===== src/rtl/coeff_token_dec.sv =====
// Bit-serial CAVLC coeff_token decoder (H.264 Table 9-5): one bit per cycle, MSB first.
// Returns TotalCoeff/TrailOneNum plus the consumed code length and bits to the CAVLC parser.
module coeff_token_dec #(
  parameter int MAX_LEN = 16,
  parameter int CNT_W   = 5
) (
  input  logic               clk,
  input  logic               rst,
  input  logic               start,
  input  logic [2:0]         NC,
  input  logic               bit_in,
  input  logic               bit_valid,
  output logic               bit_ready,
  output logic               busy,
  output logic               dec_valid,
  input  logic               dec_ready,
  output logic               dec_err,
  output logic [4:0]         TotalCoeff,
  output logic [1:0]         TrailOneNum,
  output logic [CNT_W-1:0]   CodeLength,
  output logic [MAX_LEN-1:0] CodeBit
);

  typedef enum logic [1:0] {IDLE, SHIFT, DONE} state_t;

  // VLC tables indexed [nC class][TotalCoeff*4 + TrailingOnes]; length 0 marks an unused slot.
  localparam logic [4:0] VLC_LEN [3][68] = '{
    '{ 1, 0, 0, 0,   6, 2, 0, 0,   8, 6, 3, 0,   9, 8, 7, 5,
      10, 9, 8, 6,  11,10, 9, 7,  13,11,10, 8,  13,13,11, 9,
      13,13,13,10,  14,14,13,11,  14,14,14,13,  15,15,14,14,
      15,15,15,14,  16,15,15,15,  16,16,16,15,  16,16,16,16,
      16,16,16,16},
    '{ 2, 0, 0, 0,   6, 2, 0, 0,   6, 5, 3, 0,   7, 6, 6, 4,
       8, 6, 6, 4,   8, 7, 7, 5,   9, 8, 8, 6,  11, 9, 9, 6,
      11,11,11, 7,  12,11,11, 9,  12,12,12,11,  12,12,12,11,
      13,13,13,12,  13,13,13,13,  13,14,13,13,  14,14,14,13,
      14,14,14,14},
    '{ 4, 0, 0, 0,   6, 4, 0, 0,   6, 5, 4, 0,   6, 5, 5, 4,
       7, 5, 5, 4,   7, 5, 5, 4,   7, 6, 6, 4,   7, 6, 6, 4,
       8, 7, 7, 5,   8, 8, 7, 6,   9, 8, 8, 7,   9, 9, 8, 8,
       9, 9, 9, 8,  10, 9, 9, 9,  10,10,10,10,  10,10,10,10,
      10,10,10,10}
  };

  localparam logic [3:0] VLC_BITS [3][68] = '{
    '{ 1, 0, 0, 0,   5, 1, 0, 0,   7, 4, 1, 0,   7, 6, 5, 3,
       7, 6, 5, 3,   7, 6, 5, 4,  15, 6, 5, 4,  11,14, 5, 4,
       8,10,13, 4,  15,14, 9, 4,  11,10,13,12,  15,14, 9,12,
      11,10,13, 8,  15, 1, 9,12,  11,14,13, 8,   7,10, 9,12,
       4, 6, 5, 8},
    '{ 3, 0, 0, 0,  11, 2, 0, 0,   7, 7, 3, 0,   7,10, 9, 5,
       7, 6, 5, 4,   4, 6, 5, 6,   7, 6, 5, 8,  15, 6, 5, 4,
      11,14,13, 4,  15,10, 9, 4,  11,14,13,12,   8,10, 9, 8,
      15,14,13,12,  11,10, 9,12,   7,11, 6, 8,   9, 8,10, 1,
       7, 6, 5, 4},
    '{15, 0, 0, 0,  15,14, 0, 0,  11,15,13, 0,   8,12,14,12,
      15,10,11,11,  11, 8, 9,10,   9,14,13, 9,   8,10, 9, 8,
      15,14,13,13,  11,14,10,12,  15,10,13,12,  11,14, 9,12,
       8,10,13, 8,  13, 7, 9,12,   9,12,11,10,   5, 8, 7, 6,
       1, 4, 3, 2}
  };

  localparam logic [4:0] CDC_LEN  [20] = '{2,0,0,0, 6,1,0,0, 6,6,3,0, 6,7,7,6, 6,8,8,7};
  localparam logic [3:0] CDC_BITS [20] = '{1,0,0,0, 7,1,0,0, 4,6,1,0, 3,3,2,5, 2,3,2,0};

  state_t             state_q, state_d;
  logic [2:0]         nc_q, nc_d;
  logic [MAX_LEN-1:0] sr_q, sr_d, sr_nx;
  logic [CNT_W-1:0]   len_q, len_d, len_nx;
  logic [4:0]         tc_q, tc_d, hit_tc;
  logic [1:0]         t1_q, t1_d, hit_t1;
  logic [CNT_W-1:0]   clen_q, clen_d;
  logic [MAX_LEN-1:0] cbit_q, cbit_d;
  logic               err_q, err_d;
  logic               hit, bad;

  // NOTE: state registers use non-blocking assignments so every flop samples pre-edge values.
  always_ff @(posedge clk or posedge rst) begin
    if (rst) begin
      state_q <= IDLE;
      nc_q    <= '0;
      sr_q    <= '0;
      len_q   <= '0;
      tc_q    <= '0;
      t1_q    <= '0;
      clen_q  <= '0;
      cbit_q  <= '0;
      err_q   <= 1'b0;
    end else begin
      state_q <= state_d;
      nc_q    <= nc_d;
      sr_q    <= sr_d;
      len_q   <= len_d;
      tc_q    <= tc_d;
      t1_q    <= t1_d;
      clen_q  <= clen_d;
      cbit_q  <= cbit_d;
      err_q   <= err_d;
    end
  end

  // Match check runs on the (sr, len) that would result from accepting the current bit.
  always_comb begin
    // NOTE: every variable gets a default first so no path leaves it unassigned (no latches).
    sr_nx  = {sr_q[MAX_LEN-2:0], bit_in};
    len_nx = len_q + CNT_W'(1);
    hit    = 1'b0;
    bad    = 1'b0;
    hit_tc = '0;
    hit_t1 = '0;
    if (nc_q == 3'd3) begin
      if (len_nx == CNT_W'(6)) begin
        hit = 1'b1;
        if (sr_nx[5:0] != 6'b000011) begin
          hit_tc = 5'(sr_nx[5:2]) + 5'd1;
          hit_t1 = sr_nx[1:0];
          bad    = {3'b000, hit_t1} > hit_tc;
        end
      end
    end else if (nc_q == 3'd4) begin
      for (int i = 0; i < 20; i++) begin
        if (CDC_LEN[i] == len_nx && MAX_LEN'(CDC_BITS[i]) == sr_nx) begin
          hit    = 1'b1;
          hit_tc = 5'(i >> 2);
          hit_t1 = 2'(i);
        end
      end
    end else if (nc_q <= 3'd2) begin
      for (int i = 0; i < 68; i++) begin
        if (VLC_LEN[nc_q[1:0]][i] == len_nx && MAX_LEN'(VLC_BITS[nc_q[1:0]][i]) == sr_nx) begin
          hit    = 1'b1;
          hit_tc = 5'(i >> 2);
          hit_t1 = 2'(i);
        end
      end
    end
  end

  always_comb begin
    state_d = state_q;
    nc_d    = nc_q;
    sr_d    = sr_q;
    len_d   = len_q;
    tc_d    = tc_q;
    t1_d    = t1_q;
    clen_d  = clen_q;
    cbit_d  = cbit_q;
    err_d   = err_q;
    unique case (state_q)
      IDLE: if (start) begin
        nc_d  = NC;
        sr_d  = '0;
        len_d = '0;
        err_d = 1'b0;
        if (NC <= 3'd4) begin
          state_d = SHIFT;
        end else begin
          state_d = DONE;
          err_d   = 1'b1;
          tc_d    = '0;
          t1_d    = '0;
          clen_d  = '0;
          cbit_d  = '0;
        end
      end
      SHIFT: if (bit_valid) begin
        sr_d  = sr_nx;
        len_d = len_nx;
        if (hit || len_nx == CNT_W'(MAX_LEN)) begin
          state_d = DONE;
          err_d   = bad || !hit;
          tc_d    = (hit && !bad) ? hit_tc : 5'd0;
          t1_d    = (hit && !bad) ? hit_t1 : 2'd0;
          clen_d  = len_nx;
          cbit_d  = sr_nx;
        end
      end
      DONE: if (dec_ready) state_d = IDLE;
      default: state_d = IDLE;
    endcase
  end

  assign bit_ready   = (state_q == SHIFT);
  assign busy        = (state_q != IDLE);
  assign dec_valid   = (state_q == DONE);
  assign dec_err     = err_q;
  assign TotalCoeff  = tc_q;
  assign TrailOneNum = t1_q;
  assign CodeLength  = clen_q;
  assign CodeBit     = cbit_q;

endmodule


===== config.mk =====
export PLATFORM = sky130hd
export DESIGN_NAME = coeff_token_dec
export DESIGN_NICKNAME = d
export VERILOG_FILES = /design/src/rtl/coeff_token_dec.sv
export SDC_FILE = /design/constraint.sdc
export NUM_CORES = 1
export LEC_CHECK = 0
export CORE_ASPECT_RATIO = 0.75
export CORE_MARGIN = 1.5
export CORE_UTILIZATION = 70
export DETAILED_ROUTE_END_ITERATION = 12
export DONT_BUFFER_PORTS = 1
export PLACE_DENSITY = 0.83
export RECOVER_POWER = 50
export SYNTH_ARGS = -nofsm -noshare
export SYNTH_HDL_FRONTEND = slang
export SYNTH_SLANG_ARGS = --single-unit

===== constraint.sdc =====
create_clock -name clk -period 12.5 [get_ports clk]
set_clock_uncertainty 0.05 [all_clocks]
set_input_delay 1.875 -clock clk [delete_from_list [all_inputs] [get_ports clk]]
set_output_delay 1.875 -clock clk [all_outputs]
set_load 0.02 [all_outputs]

==> run summary, run 1 <==
The flow ran to the end, but the final reports show violations. The final reports fail on capacitance limit, slew limit. Entering global routing, the biggest net connects 55 pins.

The number of antenna violations at the first check in global routing came out at 1. The total global routing overflow came out at 0. For the pin with the worst max-slew slack, the measured transition is a little under 2000 ps.

The top fanout value on the critical path came out at 44. The total number of vias came out at 8000. The pre-antenna-repair detailed-routing pass consisted of 8 iterations. The post-route minimum period came out at about 6500 ps. Of the cells placed in the final design, the portion with a size suffix greater than 1 is 0.0639. The H-tree level count is 2. After clock tree synthesis, the flow added hold-fix buffers numbering 0. The area of the placeable core came out at about 9700 sq um. After synthesis, the cell types taking the most area are sky130_fd_sc_hd__dfrtp_1 (19%), sky130_fd_sc_hd__nand2_1 (6.1%), sky130_fd_sc_hd__xnor2_1 (5.5%). Setup repair after global routing left no endpoint under its margin. Counting flops and latches in the post-synthesis netlist gives 54. In the synthesized netlist the dominant register cell turns out to be sky130_fd_sc_hd__dfrtp_1. sky130_fd_sc_hd__nand2_1 is the most common cell in the netlist.

After detailed routing, the number of remaining DRC violations is 0. Sorting the synthesized cells by how often they occur yields sky130_fd_sc_hd__nand2_1 (113), sky130_fd_sc_hd__nor2_1 (81), sky130_fd_sc_hd__dfrtp_1 (54), sky130_fd_sc_hd__xnor2_1 (44), sky130_fd_sc_hd__nor3_1 (41). The clock transition time at the flip-flop clock pins of the worst setup and hold paths is about 70 ps. The starting density of the core is 0.720. After synthesis the cells add up to slightly below 7000 sq um. In the global route stage, met1 resource usage came out at 0.641.

The highest clock frequency the design can meet came out at 153 MHz. The maximum buffer depth of the clock tree came out at 2. The data arrival time of the worst path came out at 6670 ps. The total half-perimeter wirelength after legalization and detailed placement came out at ~19000 um.

The met3 demand-to-capacity share in global routing is 0.219. The clock insertion delay at the later pin of the skew report came out at approximately 310 ps. A synthesized cell averages approximately 7.5 sq um. The largest total area in the synthesized netlist belongs to sky130_fd_sc_hd__dfrtp_1. The fraction of registers with async set/reset is 1.00. The number of placed instances, taps included, is 1000. For this run, the post-layout net count is 899.

The combined buffer and inverter count along the critical path is 3. The width of the chip came out at between 100 and 150 um. The synthesized netlist contains between 90 and 100 unique library cells.

In this run the worst setup path begins at len_q[0]$_DFFE_PP0P_. Across all hold checks on the routed design, the worst slack comes to 480 ps. The routed wirelength normalized by instance count is approximately 26 um. The post-CTS resize count is 0. The worst slew margin relative to its limit came out at -0.320.

The first global-routing pass estimated between 40000 and 50000 um of wire. The number of endpoints failing setup at the final stage is 0. The most utilized layer in the global route result is met2. For this run, the register share of the synthesized area comes to 0.194. The final number of hold-violating endpoints is 0. Relative to the synthesized area, the layout overhead comes to -0.486%.

The fraction of synthesized cell area taken by the top area cell type is 0.194. For the final routed database, the setup TNS stands at 0 ps. Yosys printed 0 warnings. The routed design has between 20000 and 30000 um of wire. The worst setup path is captured at a flop. The detail route stage leaves a number of antenna-violating nets equal to 0.

The area of the multi-input gates came out at 5120 sq um. Input and output buffers added on the ports amount to 0. The global routing usage on met2 came out at 0.716. From bottom edge to top edge, the die measures just under 90 um.

The routed via count divided by cell count came out at 7.94. The die covers about 11000 sq um. The sequential cells in the finished layout cover a total of approximately 1400 sq um. The number of antenna repair diodes is 0.

The required time at the worst-slack endpoint came out at between 10000 and 15000 ps. The detailed router's first-iteration violation count came out at 1740. The number of global-route vias before repair came out at around 7100. The master of the slowest instance on the critical path is sky130_fd_sc_hd__ha_1. The net count after synthesis is ~950. The classification of the worst setup path is flop to flop. The tightest min-delay check is of the flop to flop type.

The buffer count from post-CTS setup fixing is 0. The startpoint identified for the worst hold timing path is state_q[1]$_DFFE_PP0P_. The final max-slew violation count is 55. The number of synthesized flops with an enable pin came out at 0. The signal on the critical path passes through buf_4, inv_2, ha_1, xnor2_1, and3_1, o21ai_0, a211oi_1, a21oi_1, a21oi_1, nor4_2, a31oi_4, a2111oi_4, or2_1, buf_4, mux2_1. The max capacitance violation total came out at 1. STA classifies the critical path startpoint as a flop. The kind of cell adding the most delay to the critical path is compound AO/OA/AOI/OAI gates. The count of fill cells added during filler insertion came out at 742. The number of buffers created by CTS came out at 5. The global placer's final weighted congestion is roughly 1.1. The startpoint of the worst-slack reg-to-reg timing path is len_q[0]$_DFFE_PP0P_.

The row count is 31. For this run, the share of the core covered by cells in the final layout is 0.717. In this design, the stage delay of the slowest critical-path cell is 960 ps. The root cell of the clock tree is sky130_fd_sc_hd__clkbuf_16. The count of pins on the block boundary came out at between 40 and 50. The post-route clock period utilization came out at 0.523.

The number of clock sinks is between 50 and 60. The synthesized instance count is 930. In the global route stage, overall resource usage came out at 0.493. Excluding fillers, the count of instances in the completed layout stands at about 1000. TritonCTS built the clock tree.
==> cells by family (layout without fill, tap and decap cells) <==
family	Yosys count	after routing	synth area share
DFF	54	54	0.194
muxes	10	10	0.0153
AOI/OAI and AO/OA	253	253	0.259
adders and majority gates	15	15	0.0270
buffers and inverters	89	35	0.0696
and+or+nand+nor	437	437	0.337
xor gates and xnor gates	72	72	0.0975
==> stage by stage <==
step	worst slack [ps]	area, sq um
final	5970	6920
after global routing	5770	6920
after CTS	6300	6920
after detailed placement	6320	6770
after global placement	6430	6770
after floorplan	7710	6950
==> registers in the layout, summed over array words and instances (netlist names) <==
name / count
CodeBit: 16
CodeLength: 5
TotalCoeff: 5
TrailOneNum: 2
dec_err: 1
len_q: 5
nc_q: 3
sr_q: 15
state_q: 2
==> final timing paths <==
path,cells past startpoint,slack (ps),to
setup / recovery,15,5970,TrailOneNum[1]$_DFFE_PP0P_
hold / removal,1,480,state_q[0]$_DFFE_PP0P_
max in group asynchronous,1,9190,nc_q[1]$_DFFE_PP0P_
setup reg to reg,15,5970,TrailOneNum[1]$_DFFE_PP0P_
min in group asynchronous,1,2050,sr_q[12]$_DFFE_PP0P_
hold reg to reg,1,480,state_q[0]$_DFFE_PP0P_
==> layer usage <==
metal	part of all wire	up-vias
li1	-	3341
met1	0.36	3650
met2	0.39	824
met3	0.18	185
met4	0.058	0
met5	0	-
==> layout by cell type, fill, tap and decap left out, types with 8 or more instances in the layout <==
cell type | synthesis | layout
sky130_fd_sc_hd__o211ai_1 | 9 | 9
sky130_fd_sc_hd__o21ai_0 | 38 | 38
sky130_fd_sc_hd__ha_1 | 15 | 15
sky130_fd_sc_hd__nor3b_1 | 10 | 10
sky130_fd_sc_hd__and2_1 | 10 | 10
sky130_fd_sc_hd__xnor2_1 | 44 | 44
sky130_fd_sc_hd__a21oi_1 | 40 | 40
sky130_fd_sc_hd__nor2b_1 | 14 | 14
sky130_fd_sc_hd__nand4_1 | 21 | 21
sky130_fd_sc_hd__buf_4 | 14 | 8
sky130_fd_sc_hd__dfrtp_1 | 54 | 54
sky130_fd_sc_hd__or4_1 | 13 | 13
sky130_fd_sc_hd__nand3_1 | 34 | 34
sky130_fd_sc_hd__inv_1 | 18 | 18
sky130_fd_sc_hd__nor2_1 | 81 | 81
sky130_fd_sc_hd__or3_1 | 14 | 14
sky130_fd_sc_hd__a22o_1 | 18 | 18
sky130_fd_sc_hd__o31ai_1 | 8 | 8
sky130_fd_sc_hd__o21ai_1 | 24 | 24
sky130_fd_sc_hd__and3_1 | 18 | 18
sky130_fd_sc_hd__a31oi_1 | 13 | 13
sky130_fd_sc_hd__xor2_1 | 24 | 24
sky130_fd_sc_hd__nor3_1 | 41 | 41
sky130_fd_sc_hd__nand2_1 | 113 | 113
sky130_fd_sc_hd__nand2b_1 | 12 | 12
sky130_fd_sc_hd__a211oi_1 | 9 | 9
sky130_fd_sc_hd__nor4_1 | 13 | 13
==> worst reg2reg max path, stage by stage, from the launching register on <==
cell,delay [ps]
sky130_fd_sc_hd__dfrtp_1,750
sky130_fd_sc_hd__buf_4,440
sky130_fd_sc_hd__inv_2,280
sky130_fd_sc_hd__ha_1,960
sky130_fd_sc_hd__xnor2_1,210
sky130_fd_sc_hd__and3_1,240
sky130_fd_sc_hd__o21ai_0,580
sky130_fd_sc_hd__a211oi_1,110
sky130_fd_sc_hd__a21oi_1,290
sky130_fd_sc_hd__a21oi_1,170
sky130_fd_sc_hd__nor4_2,530
sky130_fd_sc_hd__a31oi_4,200
sky130_fd_sc_hd__a2111oi_4,440
sky130_fd_sc_hd__or2_1,350
sky130_fd_sc_hd__buf_4,440
sky130_fd_sc_hd__mux2_1,380
==> cell type report <==
cell class                      count  share of cell area
Timing Repair Buffer                8             0.00868
Inverter                           19              0.0103
Tap cell                          132              0.0239
Sequential cell                    54               0.195
Multi-Input combinational cell    787               0.740
Clock inverter                      3             0.00416
Clock buffer                        5              0.0181
Power of run 1 is not shown: default switching activity piles up to over one toggle a cycle in this logic, so the estimate is an artifact.
==> inputs of run 2 (changes only) <==
--- a/config.mk
+++ b/config.mk
@@ -7,10 +7,10 @@
 export LEC_CHECK = 0
 export CORE_ASPECT_RATIO = 0.75
 export CORE_MARGIN = 1.5
-export CORE_UTILIZATION = 70
+export CORE_UTILIZATION = 60
 export DETAILED_ROUTE_END_ITERATION = 12
 export DONT_BUFFER_PORTS = 1
-export PLACE_DENSITY = 0.83
+export PLACE_DENSITY = 0.76
 export RECOVER_POWER = 50
 export SYNTH_ARGS = -nofsm -noshare
 export SYNTH_HDL_FRONTEND = slang
==> constraint.sdc (replaced) <==
create_clock -name clk -period 5.6 [get_ports clk]
set_clock_uncertainty 0.05 [all_clocks]
set_input_delay 0.84 -clock clk [delete_from_list [all_inputs] [get_ports clk]]
set_output_delay 0.84 -clock clk [all_outputs]
set_load 0.02 [all_outputs]
==> run summary, run 2 (synthesis results as in run 1) <==
The startpoint of the worst-slack reg-to-reg timing path is len_q[1]$_DFFE_PP0P_ (was len_q[0]$_DFFE_PP0P_). The DRC violation count after routing came out at 0 (unchanged). The max capacitance violation total came to 1 (unchanged). The total global routing overflow came to 0 (unchanged). The TritonCTS clock tree is built (unchanged). The global placer's final weighted congestion is 1.13 (was 1.08). The clock insertion delay at the later pin of the skew report came out at 300 ps (was 310 ps).

The number of iterations in the first detailed-routing pass is 8 (unchanged). The number of buffers inserted by hold repair at cts came out at 0 (unchanged). Outcome: finished, violations left (unchanged).

The post-route minimum period came out at 5430 ps (was 6530 ps). The root cell of the clock tree is sky130_fd_sc_hd__clkbuf_16 (unchanged). The die outline area is 12300 sq um (was 10500 sq um).

Violated checks: capacitance limit, slew limit (unchanged). The number of port buffers is 0 (unchanged). The data arrival time of the worst path is 5590 ps (was 6670 ps). The fraction of layout cells with a size suffix above 1 came out at 0.0838 (was 0.0639). The type of origin of the critical path is a flop (unchanged). The buffer count from post-CTS setup fixing is 0 (unchanged). The number of antenna violations at the first check in global routing is 0 (was 1). The number of global-route vias before repair was 7206 (was 7108). The final max-slew violation count came out at 55 (unchanged).

The area of the placeable core is 11100 sq um (was 9660 sq um). The final number of hold-violating endpoints came out at 0 (unchanged). The cell area after placement is 6920 sq um (was 6770 sq um).

The detailed router's first-iteration violation count came out at 1751 (was 1740). The transition time of the tightest slew-check pin came out at 1950 ps (was 1980 ps). The maximum number of pins on one net before global-route repair is 55 (unchanged). The count of fill cells added during filler insertion is 987 (was 742). The clock transition time at the flip-flop clock pins of the worst setup and hold paths came out at 70 ps (about the same). The required time at the worst-slack endpoint came to 5770 ps (was 12640 ps). The highest clock frequency the design can meet is 184 MHz (was 153 MHz). The number of antenna repair diodes came out at 0 (unchanged). The number of clock sinks came out at 54 (unchanged). The number of buffers created by CTS came to 5 (unchanged). The post-route clock period utilization is 0.969 (was 0.523).

The row count was 33 (was 31). The class of the worst hold path is flop to flop (unchanged). The total number of vias came to 7995 (was 8000). The count of pins on the block boundary was 41 (unchanged).

The post-route antenna net violation count came out at 0 (unchanged). The classification of the worst setup path is flop to flop (unchanged). The number of endpoints failing setup at the final stage came out at 0 (unchanged). The width of the chip is 127 um (was 118 um). The post-CTS resize count is 0 (unchanged). The final-layout setup total negative slack is 0 ps (unchanged). The critical path launch point is len_q[1]$_DFFE_PP0P_ (was len_q[0]$_DFFE_PP0P_).

The final layout net count is 918 (was 899). The synthesis-to-finish area growth came out at 1.89% (was -0.486%). The starting density of the core came out at 0.626 (was 0.720). RSZ-0062 raised after global routing: no (unchanged). The combined global-route utilization of all metal layers came out at 0.445 (was 0.493). The top fanout value on the critical path came out at 20 (was 44).

The routed wirelength normalized by instance count came out at 26.1 um (about the same). The floorplan die height is 96.2 um (was 89.3 um). The total half-perimeter wirelength after legalization and detailed placement came out at 20100 um (was 19100 um). The final instance area came out at 7090 sq um (was 6920 sq um).

Highest-count cells in the layout ignoring fill and taps: sky130_fd_sc_hd__nand2_1 (113), sky130_fd_sc_hd__nor2_1 (81), sky130_fd_sc_hd__dfrtp_1 (54) (unchanged). The flip-flop count of the largest register, all copies and words added is 16 (unchanged). The most common cell after layout, fill and taps aside is sky130_fd_sc_hd__nand2_1 (unchanged). The global-route wire length before repair is 41700 um (was 40100 um). The H-tree level count is 2 (unchanged). The maximum buffer depth of the clock tree came out at 2 (unchanged). The worst slew margin relative to its limit was -0.305 (was -0.320). The routed via count divided by cell count is 7.72 (was 7.94). The endpoint kind of the worst setup timing path is a flop (unchanged). The detailed-route wire length is 27000 um (was 26300 um). The launch point of the worst hold path is state_q[1]$_DFFE_PP0P_ (unchanged).
-- run 2: cell count changes in the layout (fill, tap and decap cells not counted), sizes merged --
cell and change:
buf +19, clkinv -2, bufinv +1, clkbuf +1
clkinvlp +1, inv -1
-- run 2: layer usage --
metal / GRT usage / part of all wire / vias to the layer above
met1: 0.616 / 0.40 / 3677
met5: 0 / 0 / -
li1: - / - / 3386
met3: 0.182 / 0.17 / 148
met4: 0.152 / 0.043 / 0
met2: 0.617 / 0.38 / 784
-- run 2: path summary, 6_finish.rpt --
| path | to | slack (ps) | cells past startpoint |
|---|---|---|---|
| hold reg to reg | state_q[0]$_DFFE_PP0P_ | 490 | 1 |
| max in group asynchronous | sr_q[8]$_DFFE_PP0P_ | 3340 | 1 |
| min in group asynchronous | CodeBit[15]$_DFFE_PP0P_ | 1020 | 1 |
| hold / removal | state_q[0]$_DFFE_PP0P_ | 490 | 1 |
| setup / recovery | CodeBit[10]$_DFFE_PP0P_ | 170 | 14 |
| setup reg to reg | CodeBit[10]$_DFFE_PP0P_ | 170 | 14 |
-- run 2: stage by stage --
stage | cells | utilization | worst slack [ps] | hold slack, ps
floorplan | 930 | - | 1420 | 421
global placement | 1027 | 0.623 | 566 | 472
detailed placement | 1027 | 0.623 | 476 | 474
CTS | 1035 | 0.638 | 439 | 489
global route | 1035 | 0.638 | 40.0 | 537
finish | 1035 | 0.638 | 173 | 494
-- run 2: worst max-delay path, cell delays in order (launching register included) --
cell and delay, ps:
sky130_fd_sc_hd__dfrtp_1 560, sky130_fd_sc_hd__ha_1 400, sky130_fd_sc_hd__buf_4 260, sky130_fd_sc_hd__nand3_2 170
sky130_fd_sc_hd__xnor2_2 780, sky130_fd_sc_hd__nor2_1 260, sky130_fd_sc_hd__o2111ai_1 230, sky130_fd_sc_hd__o311ai_0 270
sky130_fd_sc_hd__nor3b_1 700, sky130_fd_sc_hd__a31oi_4 270, sky130_fd_sc_hd__a2111oi_4 450, sky130_fd_sc_hd__or2_2 460
sky130_fd_sc_hd__buf_4 270, sky130_fd_sc_hd__nand2_1 80, sky130_fd_sc_hd__o21ai_1 100
-- run 2: cell type report --
| cell class | instances | area, sq um | area share |
|---|---|---|---|
| Sequential cell | 54 | 1350 | 0.191 |
| Clock buffer | 6 | 129 | 0.0182 |
| Inverter | 19 | 71.3 | 0.0101 |
| Multi-Input combinational cell | 787 | 5120 | 0.722 |
| Tap cell | 140 | 175 | 0.0247 |
| Clock inverter | 2 | 37.5 | 0.00530 |
| Timing Repair Buffer | 27 | 203 | 0.0286 |
Power of run 2 is left out for the same reason.
